--- config.mk ---
export PLATFORM = sky130hd
export DESIGN_NAME = sync_timing_gen
export DESIGN_NICKNAME = d
export VERILOG_FILES = /design/src/rtl/sync_timing_gen.sv
export SDC_FILE = /design/constraint.sdc
export NUM_CORES = 2
export LEC_CHECK = 0
export ABC_AREA = 1
export CAP_MARGIN = 20
export CELL_PAD_IN_SITES_DETAIL_PLACEMENT = 0
export CELL_PAD_IN_SITES_GLOBAL_PLACEMENT = 1
export CORE_AREA = 10 10 232 455
export CTS_BUF_LIST = sky130_fd_sc_hd__clkbuf_2
export DETAILED_ROUTE_END_ITERATION = 16
export DIE_AREA = 0 0 242 465
export HOLD_SLACK_MARGIN = 0.08
export PLACE_DENSITY_LB_ADDON = 0.1
export SKIP_LAST_GASP = 1
export SLEW_MARGIN = 20
export SYNTH_ARGS = -nofsm -noshare
export SYNTH_HDL_FRONTEND = slang
export SYNTH_SLANG_ARGS = --single-unit
--- constraint.sdc ---
create_clock -name i_clk -period 12.9 [get_ports i_clk]
set_input_delay 2.58 -clock i_clk [delete_from_list [all_inputs] [get_ports i_clk]]
set_output_delay 2.58 -clock i_clk [all_outputs]
set_load 0.005 [all_outputs]
--- src/rtl/sync_timing_gen.sv ---
`default_nettype none
// +--------------------------------------------------------------------------+
// | Module      : sync_timing_gen                                            |
// | Description : Pulse-repetition timing generator. Emits a one-cycle sync  |
// |               strobe at the start of every PRI and a TX gate lasting     |
// |               numdig x tb cycles. Runs continuously or for a fixed       |
// |               burst of PRIs, then strobes done.                          |
// | Revision    : 1.0 - initial release                                      |
// +--------------------------------------------------------------------------+
// | Ports:                                                                   |
// |   i_clk        in   1      system clock                                  |
// |   i_rst        in   1      synchronous reset, active high                |
// |   i_enable     in   1      run request (level)                           |
// |   i_periodo    in   CNT_W  PRI length in clocks (min 2)                  |
// |   i_numdig     in   CNT_W  code digits per pulse                         |
// |   i_tb         in   CNT_W  clocks per code digit                         |
// |   i_npulsos    in   CNT_W  PRIs per burst, 0 = continuous                |
// |   i_trig       in   1      external trigger (EXT_TRIG_EN only, async)    |
// |   o_sinc       out  1      strobe at PRI start                           |
// |   o_gate       out  1      TX gate                                       |
// |   o_busy       out  1      high while generating PRIs                    |
// |   o_pulse_cnt  out  CNT_W  PRIs started since last start from idle       |
// |   o_done       out  1      strobe at end of a finite burst               |
// | Build option: define EXT_TRIG_EN to gate every PRI start on an edge of   |
// |               i_trig.                                                    |
// +--------------------------------------------------------------------------+
module sync_timing_gen #(
  parameter int CNT_W = 32
) (
  input  logic             i_clk,
  input  logic             i_rst,
  input  logic             i_enable,
  input  logic [CNT_W-1:0] i_periodo,
  input  logic [CNT_W-1:0] i_numdig,
  input  logic [CNT_W-1:0] i_tb,
  input  logic [CNT_W-1:0] i_npulsos,
`ifdef EXT_TRIG_EN
  input  logic             i_trig,
`endif
  output logic             o_sinc,
  output logic             o_gate,
  output logic             o_busy,
  output logic [CNT_W-1:0] o_pulse_cnt,
  output logic             o_done
);

  typedef enum logic [1:0] {
    IDLE = 2'd0,
    RUN  = 2'd1,
    HOLD = 2'd2
  } state_t;

  state_t state, state_nxt;

  logic [CNT_W-1:0]   cnt;        // position inside the current PRI
  logic [CNT_W-1:0]   per;        // latched P
  logic [CNT_W-1:0]   gate_len;   // latched G, already clamped to P
  logic [CNT_W-1:0]   n_lat;      // latched burst length
  logic [CNT_W-1:0]   pulse_cnt;
  logic               done;

  logic [CNT_W-1:0]   p_in;
  logic [2*CNT_W-1:0] prod;
  logic [CNT_W-1:0]   g_in;
  logic               at_end;
  logic               burst_done;
  logic               trig_ok;
  logic               waiting;
  logic               start_pri;
  logic               first_pri;
  logic               done_nxt;

  // Configuration as it will be latched at the next PRI start.
  assign p_in = (i_periodo < CNT_W'(2)) ? CNT_W'(2) : i_periodo;
  // Full-width product so large numdig x tb clamps to P instead of wrapping.
  assign prod = {{CNT_W{1'b0}}, i_numdig} * {{CNT_W{1'b0}}, i_tb};
  assign g_in = (prod > {{CNT_W{1'b0}}, p_in}) ? p_in : prod[CNT_W-1:0];

  assign at_end     = (cnt == per - 1'b1);
  assign burst_done = (n_lat != '0) && (pulse_cnt == n_lat);

`ifdef EXT_TRIG_EN
  logic sync1, sync2, sync3;
  logic stall;

  always_ff @(posedge i_clk) begin
    if (i_rst) begin
      sync1   <= 1'b0;
      sync2   <= 1'b0;
      sync3   <= 1'b0;
      waiting <= 1'b0;
    end else begin
      sync1   <= i_trig;
      sync2   <= sync1;
      sync3   <= sync2;
      waiting <= stall;
    end
  end

  // A rising edge is only consumed when a PRI start is pending; otherwise it
  // simply disappears, which discards mid-PRI triggers.
  assign trig_ok = sync2 & ~sync3;
`else
  assign trig_ok = 1'b1;
  assign waiting = 1'b0;
`endif

  always_comb begin
    state_nxt = state;
    start_pri = 1'b0;
    first_pri = 1'b0;
    done_nxt  = 1'b0;
`ifdef EXT_TRIG_EN
    stall     = 1'b0;
`endif
    case (state)
      IDLE: begin
        if (i_enable && trig_ok) begin
          state_nxt = RUN;
          start_pri = 1'b1;
          first_pri = 1'b1;
        end
      end
      RUN: begin
        if (at_end) begin
          // Burst completion wins over a simultaneous disable so the done
          // strobe is never lost for a completed burst.
          if (burst_done) begin
            state_nxt = HOLD;
            done_nxt  = 1'b1;
          end else if (!i_enable) begin
            state_nxt = IDLE;
          end else if (trig_ok) begin
            start_pri = 1'b1;
          end else begin
`ifdef EXT_TRIG_EN
            stall     = 1'b1;
`endif
          end
        end
      end
      HOLD: begin
        if (!i_enable) state_nxt = IDLE;
      end
      default: state_nxt = IDLE;
    endcase
  end

  always_ff @(posedge i_clk) begin
    if (i_rst) begin
      state <= IDLE;
    end else begin
      state <= state_nxt;
    end
  end

  always_ff @(posedge i_clk) begin
    if (i_rst) begin
      cnt       <= '0;
      per       <= '0;
      gate_len  <= '0;
      n_lat     <= '0;
      pulse_cnt <= '0;
      done      <= 1'b0;
    end else begin
      done <= done_nxt;
      if (start_pri) begin
        cnt       <= '0;
        per       <= p_in;
        gate_len  <= g_in;
        n_lat     <= i_npulsos;
        pulse_cnt <= first_pri ? CNT_W'(1) : pulse_cnt + 1'b1;
      end else if (state == RUN && !at_end) begin
        cnt <= cnt + 1'b1;
      end
    end
  end

  assign o_busy      = (state == RUN);
  assign o_sinc      = o_busy && (cnt == '0);
  assign o_gate      = o_busy && (cnt < gate_len) && !waiting;
  assign o_pulse_cnt = pulse_cnt;
  assign o_done      = done;

endmodule
`default_nettype wire

* Word-level counts from Yosys, hierarchy flattened
Cells that the tools add are included.
Storage, ports and cells: memories 0, bits in latches 0, input port bits 131, ROM bits 0, flip-flop bits (word level) 163, RAM bits 0, word-level logic and storage cells 47
Cells by class: equal/unequal tests 6, multipliers 1, add/subtract/negate cells 3, bitwise operators 2, multiplexer cells 14, reductions and logical operators 11, shifts and indexed selects 0, divide/modulo/power cells 0, $lt $le $gt $ge 3
Operator list (number):
- $mux W32 | 3
- $add A32 B1 Y32 const B | 2
- $eq A32 B32 Y1 | 2
- $gt A64 B32 Y1 | 1
- $mul A32 B32 Y64 | 1
- $logic_not A32 Y1 | 1
- $lt A32 B2 Y1 const B | 1
- $lt A32 B32 Y1 | 1
- $reduce_bool A32 Y1 | 1
- $sub A32 B1 Y32 const B | 1
- $mux W2 | 4
- $pmux W2 S3 | 1
- $mux W1 | 5
- $logic_and A1 B1 Y1 | 4
- $reduce_or A3 Y1 | 1
- $eq A2 B1 Y1 const B | 1
- $eq A2 B2 Y1 const B | 1
- $logic_not A2 Y1 | 1
- $ne A2 B1 Y1 const B | 1
- $ne A2 B2 Y1 const B | 1
- $not A1 Y1 | 2
- $pmux W1 S2 | 1
- $reduce_and A2 Y1 | 1
- $reduce_or A2 Y1 | 1
- $logic_not A1 Y1 | 1

* Longest topological paths before layout
depth in word-level cells 6, gate-level depth with buffers 45, mapped depth without buffers 44

* Worst setup path after synthesis
Ideal clock, no wire load.
path kind input to register, from in i_tb[9], to reg gate_len[10], data arrival time 9881 ps, required time 12841 ps, library setup time 59 ps, cell stages on the path 39, slack 2960 ps, cell sequence clkbuf_1 > nand2_1 > inv_1 > fa_1 > fa_1 > inv_1 > fa_1 > inv_1 > fa_1 > inv_1 > fa_1 > fa_1 > fa_1 > fa_1 > inv_1 > ha_1 > nand2_1 > nor2_1 > [3 not listed] > nand3_1 > xor2_1 > ha_1 > nand2_1 > nor2_1 > nand4_1 > nor4_1 > nand3_1 > nand2_1 > nand3_1 > nor2_1 > nand3_1 > nor2_4 > nand2_2 > clkbuf_1 > nand2_1 > nand3_1 > nand2_1
On the way: longest elaborated chain between the ends 3
Ends and longest elaborated chain:
- start: declaration | RTL line 35 | input logic [CNT_W-1:0] i_tb,
- $mul A32 B32 Y64 (*) | RTL line 76 | assign prod = {{CNT_W{1'b0}}, i_numdig} * {{CNT_W{1'b0}}, i_tb};
- $gt A64 B32 Y1 | RTL line 77 | assign g_in = (prod > {{CNT_W{1'b0}}, p_in}) ? p_in : prod[CNT_W-1:0];
- $mux W32 (*) | RTL line 77
- end signal: assignment | RTL line 170 | gate_len <= g_in;
- end: declaration | RTL line 57 | logic [CNT_W-1:0] gate_len;
Mark *: on every way between the ends. The rest lies on a longest branch, timed or not. A chain may end at the register's enable or synchronous reset.

* Final worst setup path
from in i_numdig[18], to reg gate_len[15]
On the way: longest elaborated chain between the ends 3
Ends and longest elaborated chain:
- start: declaration | RTL line 34 | input logic [CNT_W-1:0] i_numdig,
- $mul A32 B32 Y64 | RTL line 76
- $gt A64 B32 Y1 | RTL line 77
- $mux W32 | RTL line 77
Every way passes these cells.

==> impl_metrics.py <==
metrics = {
    "status": {
        "status": "finished, final reports clean",
    },
    "global_route": {
        "antenna_found_initial": 3,
        "grt_pass1_vias": 44500,
        "grt_overflow_total": 0,
        "use_met2_pct": 60.8,
        "use_met1_pct": 28.4,
        "groute.layer.met3.usage_pct": 2.25,
        "grt_first_pass_wirelength_mm": 263,
        "grt_max_degree": 65,
        "grt_use_total_pct": 31.2,
        "grt-busiest-layer": "met2",
    },
    "synth": {
        "synthesis.area_um2": 46800,
        "synth_warnings": 0,
        "synth_seq_area_share_pct": 6.97,
        "synth_fp_nets": 7942,
        "syn-mean-instance-area_um2": 7.11,
        "synth_seq_cells": 163,
        "postSynthCellCount": 6585,
        "synth.distinct_cells": 48,
    },
    "min_path": {
        "hold_path_depth": 2,
        "holdPathEnd": "gate_len[1]$_SDFFE_PP0P_",
        "hold_start": "gate_len[1]$_SDFFE_PP0P_",
        "hp-class": "flop to flop",
    },
    "worst_setup_path": {
        "crit_top_cell": "nand2_1",
        "cp.required_ns": 13.75,
        "crit_arrival_ns": 12.36,
        "rr_endpoint": "gate_len[12]$_SDFFE_PP0P_",
        "crit_start": "i_numdig[18]",
        "slowest_stage": "clkdlybuf4s50_1",
        "r2r-start": "per[0]$_SDFFE_PP0P_",
        "cp_max_fo": 32,
        "cp-start-kind": "primary input",
        "reg2regPathDepth": 17,
        "max_stage_delay_ns": 1.17,
        "critPathCaptureType": "flop",
        "r2r_slack_ns": 8.75,
        "critPathKind": "primary input to flop",
    },
    "layout": {
        "drive_gt1_share_pct": 2.65,
        "fillers": 10300,
        "multi_input_comb_area_um2": 35600,
        "ff_latch_area_um2": 3260,
        "layout_common_cells": "2070 x nand2_1, 1836 x inv_1, 896 x fa_1",
        "instances_no_fill": 7956,
        "nets": 7979,
        "final_core_util_pct": 51.1,
        "areaGrowthSynthToFinish_pct": 7.25,
        "fin_area_um2": 50200,
        "final_common_cell": "nand2_1",
    },
    "route": {
        "first_pass_iters": 7,
        "vias": 40700,
        "via_per_inst": 5.12,
        "wire_per_inst_um": 21.9,
        "wl_mm": 174,
        "drt_iter0_markers": 1887,
        "drc": 0,
        "ant_nets": 0,
    },
    "floorplan": {
        "pin_count": 167,
        "die_area_um2": 113000,
        "fp.dieH_um": 465,
        "core_area_um2": 98300,
        "die_x_um": 242,
        "start_util_pct": 47.6,
        "rows": 163,
    },
    "timing": {
        "fin_tns_setup_ns": 0,
        "finClkSkew_ns": 0.0479,
        "fin_crit_sh_pct": 89.2,
        "rsz0062_at_grt": "no",
        "finalSetupViolCount": 0,
        "relSlewSlack_pct": 21.2,
        "max_freq_mhz": 86.9,
        "min_period_ns": 11.51,
        "worst_pin_slew_ns": 1.18,
        "finalHoldViolCount": 0,
        "slew_violations": 0,
    },
    "place": {
        "io_buffers": 166,
        "dp.cells": 7923,
        "dp_hpwl_mm": 147,
        "postPlaceCellArea_um2": 50000,
        "gp_congestion": 0.966,
    },
    "clock_network": {
        "cts_sinks": 163,
        "post-cts-setup-buffer-count": 0,
        "root_buffer": "clkbuf_2",
        "clockBufferDepth": 2,
        "cts_tree": "yes",
        "htreeDepth": 4,
        "hold_buffers": 0,
        "cts.clk_slew.worst_paths_ns": 0.24,
        "numCtsBuffers": 17,
        "clk-insertion-delay-late_ns": 0.93,
        "post_cts_resized": 0,
    },
    "job": {
        "drv_cap": 0,
    },
}
synthesized netlist by cell type, drive strengths merged:
library cell	number	share of area [%]
and2	4	0.053
a221oi	1	0.019
dfxtp	163	7.0
o21ai	79	0.85
a2111oi	1	0.019
xnor3	1	0.048
fa	896	38
xnor2	45	0.84
clkinv	1	0.0080
o31ai	1	0.016
inv	1844	15
a21o	1	0.016
nand3b	44	0.71
o2111ai	1	0.019
nand4	48	0.64
o211ai	3	0.048
buf	40	0.53
nand3	146	1.6
o21bai	8	0.13
and3	1	0.013
ha	330	8.8
nor2	262	2.2
a21boi	1	0.016
o221a	1	0.024
a21oi	162	1.7
nor4	41	0.55
nand2	2075	17
xor2	103	1.9
or4	2	0.032
clkbuf	223	1.8
o21a	3	0.048
a211oi	3	0.048
nor3b	1	0.016
or2	1	0.013
nor3	49	0.57
cell type report:
| cell class | instances | area share [%] |
|---|---|---|
| clock buffer | 17 | 0.169 |
| timing repair buffer | 281 | 5.10 |
| clock inverter | 15 | 0.336 |
| inverter | 1845 | 13.8 |
| antenna | 1 | 0.00498 |
| multi-input combinational | 4314 | 70.8 |
| tap | 1320 | 3.29 |
| sequential | 163 | 6.50 |
worst max-delay path by stage:
stage               slack, ns  cells after the start                        end
finish                   1.39                     36  gate_len[15]$_SDFFE_PP0P_
global route             0.94                     36   gate_len[4]$_SDFFE_PP0P_
CTS                      1.48                     36  gate_len[15]$_SDFFE_PP0P_
detailed placement       0.43                     37  gate_len[30]$_SDFFE_PP0P_
global placement         0.45                     37  gate_len[30]$_SDFFE_PP0P_
floorplan                2.96                     39  gate_len[10]$_SDFFE_PP0P_
metal layers:
layer | vias to the layer above | share of wire, %
met5 | - | 0.010
met4 | 2 | 10
met3 | 574 | 3.2
met2 | 1247 | 55
met1 | 20000 | 31
li1 | 18900 | -
registers in the layout (all words and copies together) (netlist names):
| name | cells |
|---|---|
| o_done | 1 |
| n_lat | 32 |
| o_pulse_cnt | 32 |
| cnt | 32 |
| gate_len | 32 |
| state | 2 |
| per | 32 |
through the flow:
step	setup slack, ns	hold slack [ns]
after floorplan	2.96	0.426
after global placement	0.447	0.439
after detailed placement	0.427	0.441
after CTS	1.48	0.473
after global routing	0.940	0.490
final	1.39	0.468
worst max-delay path: cells and delay by family:
family,cells,cell delay (ns)
xor+xnor,1,0.35
buf+inv,4,1.35
simple gates,21,3.23
fa+ha+maj,10,4.78
kinds of logic after synthesis:
| group | count (synthesis) | share of synthesized area (%) |
|---|---|---|
| simple gates | 2674 | 23.0 |
| buf+inv | 2108 | 17.1 |
| fa+ha+maj | 1226 | 47.1 |
| compound gates | 265 | 2.99 |
| flops | 163 | 6.97 |
| xor+xnor | 149 | 2.82 |
Power is left out: the tool's default activity adds up to more than one toggle a clock period on the data nets, which glitch-free logic cannot reach.
